`src/rtl/riscv_uart_loader.sv`:
```
// UART boot loader: receives 0xA5-framed little-endian word streams and drives the upg_* programming port.
// Optional trailing XOR checksum per frame is enabled by defining RISCV_UART_LOADER_CHECKSUM_EN.
module riscv_uart_loader #(
    parameter int CLK_FREQ = 10000000,
    parameter int BAUD     = 115200
) (
    input  logic        clk,
    input  logic        rst,
    input  logic        rx_i,
    output logic        upg_clk_o,
    output logic        upg_rst_o,
    output logic        upg_wen_o,
    output logic [14:0] upg_adr_o,
    output logic [31:0] upg_dat_o,
    output logic        upg_done_o,
    output logic        err_o
);

    localparam int DIV  = CLK_FREQ / BAUD;
    localparam int HALF = DIV / 2;
    localparam int CW   = $clog2(DIV + 1);

    typedef enum logic [1:0] {RX_IDLE, RX_START, RX_DATA, RX_STOP} rx_state_t;

`ifdef RISCV_UART_LOADER_CHECKSUM_EN
    typedef enum logic [2:0] {S_IDLE, S_TGT, S_LEN0, S_LEN1, S_DATA, S_CHK, S_DONE, S_ERR} st_t;
    localparam st_t FRAME_END = S_CHK;
`else
    typedef enum logic [2:0] {S_IDLE, S_TGT, S_LEN0, S_LEN1, S_DATA, S_DONE, S_ERR} st_t;
    localparam st_t FRAME_END = S_IDLE;
`endif

    // ---------------- RX front end ----------------
    logic            rx_meta_q, rx_sync_q, rx_prev_q;
    rx_state_t       rx_state_q, rx_state_d;
    logic [CW-1:0]   cnt_q, cnt_d;
    logic [2:0]      bit_q, bit_d;
    logic [7:0]      shift_q, shift_d;
    logic            byte_valid_q, byte_valid_d;
    logic            frame_err_q, frame_err_d;

    always_comb begin
        rx_state_d   = rx_state_q;
        cnt_d        = cnt_q;
        bit_d        = bit_q;
        shift_d      = shift_q;
        byte_valid_d = 1'b0;
        frame_err_d  = 1'b0;
        case (rx_state_q)
            RX_IDLE: begin
                if (rx_prev_q && !rx_sync_q) begin
                    rx_state_d = RX_START;
                    cnt_d      = '0;
                end
            end
            RX_START: begin
                // Short low glitches are rejected by re-checking the start bit mid-bit.
                if (cnt_q == CW'(HALF - 1)) begin
                    cnt_d      = '0;
                    bit_d      = '0;
                    rx_state_d = rx_sync_q ? RX_IDLE : RX_DATA;
                end else begin
                    cnt_d = cnt_q + 1'b1;
                end
            end
            RX_DATA: begin
                if (cnt_q == CW'(DIV - 1)) begin
                    cnt_d   = '0;
                    shift_d = {rx_sync_q, shift_q[7:1]};
                    if (bit_q == 3'd7) begin
                        rx_state_d = RX_STOP;
                    end else begin
                        bit_d = bit_q + 1'b1;
                    end
                end else begin
                    cnt_d = cnt_q + 1'b1;
                end
            end
            RX_STOP: begin
                if (cnt_q == CW'(DIV - 1)) begin
                    cnt_d        = '0;
                    byte_valid_d = rx_sync_q;
                    frame_err_d  = !rx_sync_q;
                    rx_state_d   = RX_IDLE;
                end else begin
                    cnt_d = cnt_q + 1'b1;
                end
            end
            default: rx_state_d = RX_IDLE;
        endcase
    end

    always_ff @(posedge clk or negedge rst) begin
        if (!rst) begin
            rx_meta_q    <= 1'b1;
            rx_sync_q    <= 1'b1;
            rx_prev_q    <= 1'b1;
            rx_state_q   <= RX_IDLE;
            cnt_q        <= '0;
            bit_q        <= '0;
            shift_q      <= '0;
            byte_valid_q <= 1'b0;
            frame_err_q  <= 1'b0;
        end else begin
            rx_meta_q    <= rx_i;
            rx_sync_q    <= rx_meta_q;
            rx_prev_q    <= rx_sync_q;
            rx_state_q   <= rx_state_d;
            cnt_q        <= cnt_d;
            bit_q        <= bit_d;
            shift_q      <= shift_d;
            byte_valid_q <= byte_valid_d;
            frame_err_q  <= frame_err_d;
        end
    end

    // ---------------- Frame FSM ----------------
    st_t         st_q, st_d;
    logic        tgt_q, tgt_d;
    logic [15:0] len_q, len_d;
    logic [13:0] addr_q, addr_d;
    logic [1:0]  idx_q, idx_d;
    logic [23:0] word_q, word_d;
    logic        wen_q, wen_d;
    logic [14:0] adr_q, adr_d;
    logic [31:0] dat_q, dat_d;
    logic        prg_rst_q, prg_rst_d;
    logic [15:0] len_rx;
    logic [7:0]  rx_byte;
`ifdef RISCV_UART_LOADER_CHECKSUM_EN
    logic [7:0]  xor_q, xor_d;
`endif

    assign rx_byte = shift_q;
    assign len_rx  = {rx_byte, len_q[7:0]};

    always_comb begin
        st_d      = st_q;
        tgt_d     = tgt_q;
        len_d     = len_q;
        addr_d    = addr_q;
        idx_d     = idx_q;
        word_d    = word_q;
        wen_d     = 1'b0;
        adr_d     = adr_q;
        dat_d     = dat_q;
        prg_rst_d = prg_rst_q;
`ifdef RISCV_UART_LOADER_CHECKSUM_EN
        xor_d     = xor_q;
`endif
        // DONE and ERR are terminal; a framing error elsewhere aborts programming.
        if (frame_err_q && st_q != S_DONE && st_q != S_ERR) begin
            st_d = S_ERR;
        end else if (byte_valid_q) begin
            case (st_q)
                S_IDLE: begin
                    if (rx_byte == 8'hA5) begin
                        st_d      = S_TGT;
                        prg_rst_d = 1'b0;
                    end
                end
                S_TGT: begin
                    if (rx_byte == 8'h00 || rx_byte == 8'h01) begin
                        tgt_d = rx_byte[0];
                        st_d  = S_LEN0;
`ifdef RISCV_UART_LOADER_CHECKSUM_EN
                        xor_d = 8'h00;
`endif
                    end else if (rx_byte == 8'hFF) begin
                        st_d = S_DONE;
                    end else begin
                        st_d = S_ERR;
                    end
                end
                S_LEN0: begin
                    len_d[7:0] = rx_byte;
                    st_d       = S_LEN1;
                end
                S_LEN1: begin
                    if (len_rx > 16'd16384) begin
                        st_d = S_ERR;
                    end else if (len_rx == 16'd0) begin
                        st_d = FRAME_END;
                    end else begin
                        len_d  = len_rx;
                        addr_d = '0;
                        idx_d  = '0;
                        st_d   = S_DATA;
                    end
                end
                S_DATA: begin
`ifdef RISCV_UART_LOADER_CHECKSUM_EN
                    xor_d = xor_q ^ rx_byte;
`endif
                    case (idx_q)
                        2'd0: word_d[7:0]   = rx_byte;
                        2'd1: word_d[15:8]  = rx_byte;
                        2'd2: word_d[23:16] = rx_byte;
                        default: begin
                            wen_d  = 1'b1;
                            dat_d  = {rx_byte, word_q};
                            adr_d  = {tgt_q, addr_q};
                            addr_d = addr_q + 1'b1;
                            len_d  = len_q - 1'b1;
                            if (len_q == 16'd1) begin
                                st_d = FRAME_END;
                            end
                        end
                    endcase
                    idx_d = idx_q + 1'b1;
                end
`ifdef RISCV_UART_LOADER_CHECKSUM_EN
                S_CHK: st_d = (rx_byte == xor_q) ? S_IDLE : S_ERR;
`endif
                default: st_d = st_q;
            endcase
        end
    end

    always_ff @(posedge clk or negedge rst) begin
        if (!rst) begin
            st_q      <= S_IDLE;
            tgt_q     <= 1'b0;
            len_q     <= '0;
            addr_q    <= '0;
            idx_q     <= '0;
            word_q    <= '0;
            wen_q     <= 1'b0;
            adr_q     <= '0;
            dat_q     <= '0;
            prg_rst_q <= 1'b1;
`ifdef RISCV_UART_LOADER_CHECKSUM_EN
            xor_q     <= '0;
`endif
        end else begin
            st_q      <= st_d;
            tgt_q     <= tgt_d;
            len_q     <= len_d;
            addr_q    <= addr_d;
            idx_q     <= idx_d;
            word_q    <= word_d;
            wen_q     <= wen_d;
            adr_q     <= adr_d;
            dat_q     <= dat_d;
            prg_rst_q <= prg_rst_d;
`ifdef RISCV_UART_LOADER_CHECKSUM_EN
            xor_q     <= xor_d;
`endif
        end
    end

    assign upg_clk_o  = clk;
    assign upg_rst_o  = prg_rst_q;
    assign upg_wen_o  = wen_q;
    assign upg_adr_o  = adr_q;
    assign upg_dat_o  = dat_q;
    assign upg_done_o = (st_q == S_DONE);
    assign err_o      = (st_q == S_ERR);

endmodule

```
`config.mk`:
```
export PLATFORM = sky130hd
export DESIGN_NAME = riscv_uart_loader
export DESIGN_NICKNAME = d
export VERILOG_FILES = /design/src/rtl/riscv_uart_loader.sv
export SDC_FILE = /design/constraint.sdc
export NUM_CORES = 1
export LEC_CHECK = 0
export ABC_AREA = 1
export CORE_MARGIN = 2
export CORE_UTILIZATION = 48
export CTS_CLUSTER_DIAMETER = 80
export DETAILED_ROUTE_END_ITERATION = 6
export PLACE_DENSITY = 0.75
export SYNTH_ARGS = -nofsm -noshare
export SYNTH_HDL_FRONTEND = slang
export SYNTH_SLANG_ARGS = --single-unit
```
`constraint.sdc`:
```
create_clock -name clk -period 1.6 [get_ports clk]
set_input_delay 0.32 -clock clk [delete_from_list [all_inputs] [get_ports clk]]
set_output_delay 0.32 -clock clk [all_outputs]
set_load 0.01 [all_outputs]
```
* Word level (Yosys, flattened, before mapping) *
Cells that the tools add are included.

storage, ports and cells
  register bits = 134
  bits in latches = 0
  RAM bits = 0
  ROM bits = 0
  bits of input ports = 3
  output and inout bits = 52
  logic and storage cells = 138
  memories = 0

operators by class
  $add $sub $neg = 5
  multiply operators = 0
  div/mod/pow operators = 0
  magnitude comparators = 1
  equal/unequal tests = 32
  shift operators = 0
  mux-type cells = 45
  bitwise gates (word level) = 3
  reduce and logical (&&, ||, !) cells = 30

operator list
  kind                                                  number
  two-way mux 16 bit                                    3
  two-way mux 14 bit                                    3
  two-way mux 3 bit                                     11
  case mux 14 bit (2 select lines)                      1
  AND reduction 4 bit                                   7
  case mux 8 bit (3 select lines)                       1
  two-way mux 7 bit                                     3
  case mux 7 bit (3 select lines)                       1
  AND reduction 5 bit                                   4
  two-way mux 2 bit                                     9
  != test 2 bit, second input constant                  9
  equality test 16 x 1 -> 1 bit, second input constant  1
  equality test 8 bit, second input constant            2
  > comparator 16 x 15 -> 1 bit, second input constant  1
  logical NOT 16 bit                                    1
  case mux 8 bit (2 select lines)                       1
  subtractor 16 x 1 -> 16 bit, second input constant    1
  != test 3 bit, second input constant                  5
  case mux 3 bit (5 select lines)                       1
  adder 14 x 1 -> 14 bit, second input constant         1
  equality test 3 bit, second input constant            4
  equality test 8 x 1 -> 1 bit, second input constant   1
  logical NOT 8 bit                                     1
  two-way mux 1 bit                                     8
  other kinds (24)                                      36

* Longest topological paths before layout *
Gate-level depths: netlist of run 1.

  word-level depth = 6
  depth in mapped cells = 11
  gate-level depth less buffers = 11

==> flow_summary.toml, run 1 <==
[setup_path]
crit_required_ns = 2.01
cp-startpoint = "st_q[1]"
cp_top_family = "simple AND/OR/NAND/NOR gates"
slowest_stage = "dfrtp_1"
worst-path-stages = 11
path_max_fanout = 3
r2r_cells = 11
critPathKind = "reg2reg"
startpoint_type = "register"
crit_chain = "buf_6 -> buf_6 -> nor2_4 -> buf_4 -> nand2_1 -> nor2_2 -> nand3_2 -> nand2_2 -> nand3_4 -> nand2_1 -> nand3_1"
critPathMaxStageDelay_ns = 0.41
crit_path_end = "st_q[1]"
cp_num_buf_inv = 3
reg2reg_to = "st_q[1]"
arrival_ns = 2.15
reg2reg_setup_slack_ns = -0.14
crit_path_end_kind = "register"
reg2reg_from = "st_q[1]"

[placed_design]
dp.cells = 1079
place_area_mm2 = 0.00774
dpl.hpwl_um = 10200
gp_congestion = 0.936
io_buffers = 54
post-place-ws_ns = -0.181

[synthesis]
synth_area_mm2 = 0.00648
synth-main-ff-cell = "dfrtp_1"
synthMuxAreaShare_pct = 0
synth_top_family_by_area = "simple AND/OR/NAND/NOR gates"
ys_types = 33
syn-num-nets = 811
yosysTopAreaCell = "dfrtp_1"
synth_top_area_share_pct = 50.2
synthXorXnorAreaFrac_pct = 2.43
synth_warnings = 0
synthMostInstantiatedCell = "nand2_1"
synth_compound_area_share_pct = 8.27
synth-adder-area-share_pct = 2.32
synth_edf_count = 0
yosysSeqAreaShare_pct = 51.9
synth_cells = 796
synthSimpleGateAreaFrac_pct = 28.6
ys_ff_latch = 134
yosys-top-cells-area = "dfrtp_1 50%, nand2_1 18%, o21ai_0 4.6%"
syn-mean-instance-area_um2 = 8.14
async_flop_share_pct = 100
netlist_top_cells_count = "318 x nand2_1, 130 x dfrtp_1, 65 x nor2_1, 59 x o21ai_0, 58 x inv_1"

[cts]
insertion_delay_ns = 0.54
cts_tree = "yes"
clk_pin_slew_worst_paths_ns = 0.06

[sta]
fin_crit_ns = 1.74
hold_viol_final = 0
rsz0062_at_grt = "true"
timing.slew.headroom_pct = 72.5
finalCritPeriodShare_pct = 109
setup_viol = 105
tns_ns = -8.50
fin_skew_ns = 0.00756
worstMarginPinSlew_ns = 0.413
fin_ws_ns = -0.143
maxSlewViolCount = 0
clock.fmax_ghz = 0.574

[hold_path]
hold_path.class = "in2reg"

[power]
powerDensity_mw_per_mm2 = 902
leakage_nw = 4.96
p_total_mw = 8.68
irDropWorstVdd_mv = 0.865

[final_layout]
antenna_cells = 0
drive_gt1_share_pct = 34.6
synthToLayoutAreaGrowth_pct = 48.6
finalNonFillerCells = 1154
final_nets = 980
final_area_mm2 = 0.00962

[detailed_routing]
viasPerCell = 5.42
totalWireLength_um = 19700
drcViolationCount = 0
wl_per_cell_um = 17.1
drt_iter0_markers = 478
vias = 6260
ant_nets = 0
drt-pass1-iter-count = 5

[global_route]
track_usage_pct = 25.2
grt_pass1_vias = 5963
grt_overflow_total = 0
grt_pass1_wl_um = 28300
antenna_found_initial = 0
grt_max_degree = 46

[die]
die_y_um = 120
io_pins = 55
die_w_um = 120
die_area_mm2 = 0.0144
num_rows = 42
initial_core_util_pct = 49.1
core_area_mm2 = 0.0132

[run_status]
failed_checks = "setup timing"
outcome = "complete, but fails checks"

[flow_run]
cap_violations = 0
[through the flow]
| step | util (%) | hold WS (ns) |
|---|---|---|
| finish | 72.9 | 0.200 |
| CTS | 68.6 | 0.195 |
| global placement | 58.7 | 0.265 |
| global route | 72.9 | 0.200 |
| floorplan | - | 0.0244 |
| detailed placement | 58.7 | 0.266 |
[cells by family after synthesis]
kind of cell | count (synthesis)
simple gates | 452
compound gates | 93
xor+xnor | 18
fa+ha+maj | 12
flops | 134
buf+inv | 87
[how the worst min path moves through the flow]
stage	from	end	slack [ns]	cells after the start
finish	rx_i	rx_meta_q	0.20	1
global route	rx_i	rx_meta_q	0.20	1
CTS	rx_i	rx_meta_q	0.19	1
detailed placement	rst	len_q[1]	0.27	1
global placement	rst	len_q[1]	0.26	1
floorplan	rst	async pin	0.02	0
[power by group]
part	switching [mW]	internal (mW)	total, mW
Sequential	0.0961	3.49	3.59
Combinational	0.404	0.270	0.673
Clock	1.60	2.82	4.42
Total	2.10	6.58	8.68
[worst reg2reg max path, delay by kind of cell (launching register included)]
family / cells / cell delay (ns)
flip-flops: 1 / 0.41
buffers and inverters: 3 / 0.37
AND/OR/NAND/NOR: 8 / 0.83
[placed cells by master (no fill, tap or decap), types with 11 or more instances in the layout]
master	n
dfrtp_1	129
nand2_4	19
buf_4	65
o21ai_1	27
ha_1	11
clkbuf_16	25
inv_1	50
nand2_1	225
o21ai_2	35
dlygate4sd2_1	47
o21ai_0	16
nand3_1	31
buf_6	28
xor2_1	15
nor2_1	55
nand2_2	76
[final cells by class]
cell class | count | area, um2
multi-input combinational | 576 | 3350
clock inverter | 13 | 171
timing repair buffer | 168 | 1750
tap | 176 | 220
timing repair inverter | 1 | 7.51
inverter | 63 | 254
fill | 881 | 3570
sequential | 134 | 3360
clock buffer | 23 | 518
[registers in the layout, summed over array words and instances, names as in the netlist, 2 cells and up, named ones only]
signal and flops:
rx_byte 8, len_q 16, word_q 24, bit_q 3, upg_dat_o 32, addr_q 14
idx_q 2, cnt_q 7, st_q 3, upg_adr_o 15
[metal layers]
| layer | vias to the layer above | global-route usage, % | share of wire (%) |
|---|---|---|---|
| li1 | 2868 | - | - |
| met1 | 3042 | 30.8 | 39 |
| met2 | 280 | 41.3 | 51 |
| met3 | 70 | 6.27 | 5.8 |
| met4 | 0 | 12.7 | 4.1 |
| met5 | - | 0 | 0 |
[what timing repair did]
action,in CTS,in global routing
resized for setup,173,175
hold buffers,1,0
setup endpoints to repair,132,122
cloned,7,11
pin swaps,41,46
buffers inserted,23,8
endpoints found under the hold margin,32,0
No activity file was read; power rests on OpenSTA's default activity.
==> run 2: changes to the inputs <==
- CAP_MARGIN: unset -> 10
- CORE_UTILIZATION: 48 -> 52
- PLACE_DENSITY: 0.75 -> 0.8
==> flow_summary.toml, run 2 (synthesis results as in run 1) <==
[run_status]
outcome = "complete, but fails checks"
failed_checks = "setup timing"

[setup_path]
cp_num_buf_inv = 4
reg2reg_to = "upg_adr_o[12]"
crit_required_ns = 2.07
startpoint_type = "register"
crit_chain = "buf_6 -> nand3_4 -> nand3_2 -> nand2_4 -> nor3_4 -> inv_4 -> buf_12 -> buf_16 -> o21ai_4"
r2r_cells = 9
reg2reg_from = "st_q[2]"
slowest_stage = "dfrtp_1"
crit_path_end_kind = "register"
critPathMaxStageDelay_ns = 0.42
arrival_ns = 2.28
reg2reg_setup_slack_ns = -0.21
path_max_fanout = 8
cp_top_family = "buffers and inverters"
critPathKind = "reg2reg"

[cts]
cts_tree = "yes"
clk_pin_slew_worst_paths_ns = 0.07
insertion_delay_ns = 0.56

[hold_path]
hold_path_depth = 1
hold_path.class = "in2reg"
whs_endpoint = "rx_meta_q"
worstHoldStart = "rx_i"

[final_layout]
largest_register_ffs = 32
most-common-layout-cells = "219 x nand2_1, 129 x dfrtp_1, 67 x nand2_2, 65 x buf_4, 50 x nor2_1"
final_nets = 974
finalNonFillerCells = 1141
drive_gt1_share_pct = 36.2
layout_commonest_cell = "nand2_1"
synthToLayoutAreaGrowth_pct = 50.1

[sta]
clock.fmax_ghz = 0.551
rsz0062_at_grt = "true"
setup_viol = 109
fin_ws_ns = -0.215
finalCritPeriodShare_pct = 113
worstMarginPinSlew_ns = 0.397
fin_skew_ns = 0.0131
hold_viol_final = 0
timing.slew.headroom_pct = 73.5
maxSlewViolCount = 0
fin_crit_ns = 1.81

[die]
die_w_um = 116
num_rows = 40
initial_core_util_pct = 53.7
io_pins = 55
die_area_mm2 = 0.0134
die_y_um = 116
core_area_mm2 = 0.0121

[power]
p_total_mw = 8.76
powerDensity_mw_per_mm2 = 901
leakage_nw = 4.93
irDropWorstVdd_mv = 0.776

[detailed_routing]
ant_nets = 0
drt-pass1-iter-count = 6
vias = 6858
drcViolationCount = 0
totalWireLength_um = 24400
wl_per_cell_um = 21.4
viasPerCell = 6.01
drt_iter0_markers = 1053

[placed_design]
dpl.hpwl_um = 9870
dp.cells = 1056
io_buffers = 54
gp_congestion = 0.851

[flow_run]
cap_violations = 0

[global_route]
antenna_found_initial = 1
grt_max_degree = 49
grt_pass1_vias = 6184
track_usage_pct = 31.5
grt_overflow_total = 0
grt_pass1_wl_um = 31700
-- run 2: cell count changes in the layout (fill, tap and decap cells not counted), moves of 3 or more --
| cell | change |
|---|---|
| buf_12 | +9 |
| buf_6 | -8 |
| buf_8 | -6 |
| clkinv_4 | -3 |
| nand2_1 | -6 |
| nand2_2 | -9 |
| nand2_4 | +16 |
| nand3_1 | -3 |
| nand3_2 | +3 |
| nor2_1 | -5 |
| nor2_4 | +3 |
-- run 2: metrics by stage --
stage               utilization, %   TNS, ns  setup slack, ns  hold slack, ns  cell area, um2
floorplan                        -         0          0.00698          0.0244            6500
global placement              63.1  -0.00317         -0.00317           0.216            7610
detailed placement            63.1    -0.153          -0.0323           0.212            7610
CTS                           75.1     -7.17           -0.192           0.171            9050
global route                  80.6    -16.46           -0.278           0.165            9720
finish                        80.6    -10.80           -0.215           0.168            9720
-- run 2: final cells by class --
class	instances	area, um2
sequential	134	3360
inverter	63	254
multi-input combinational	576	3490
clock inverter	12	143
antenna	1	2.50
tap	168	210
timing repair buffer	162	1720
clock buffer	24	537
timing repair inverter	1	7.51
fill	569	2340
-- run 2: how the worst max path moves through the flow --
stage,slack [ns],endpoint,from,depth (start not counted)
2_1_floorplan,0.007,len_q[8],len_q[0],11
3_3_place_gp,-0.003,err_o,st_q[0],5
3_5_place_dp,-0.03,upg_dat_o[19],st_q[0],8
4_1_cts,-0.19,err_o,st_q[0],5
5_1_grt,-0.28,upg_dat_o[18],st_q[0],8
6_report,-0.21,upg_adr_o[12],st_q[2],9
-- run 2: repair_timing --
item / 4_1_cts / 5_1_grt
setup endpoints to repair: 123 / 133
setup buffers: 24 / 17
resized for setup: 189 / 197
cloned: 11 / 4
hold buffers: 1 / 0
hold endpoints to repair: 108 / 0
pin swaps: 10 / 30
-- run 2: routing by layer --
layer  vias to the layer above  GRT usage (%)  part of all wire, %
li1                       2856              -                    -
met1                      3273           38.2                   36
met2                       567           51.3                   48
met3                       162           8.47                  9.8
met4                         0           17.5                  6.4
met5                         -              0                    0
-- run 2: where the power goes --
part,internal [mW],leakage [nW],switching [mW],total (mW)
clock,2.74,0.327,1.75,4.49
sequential,3.49,1.85,0.103,3.59
combinational,0.266,2.75,0.418,0.684
total,6.49,4.93,2.27,8.76
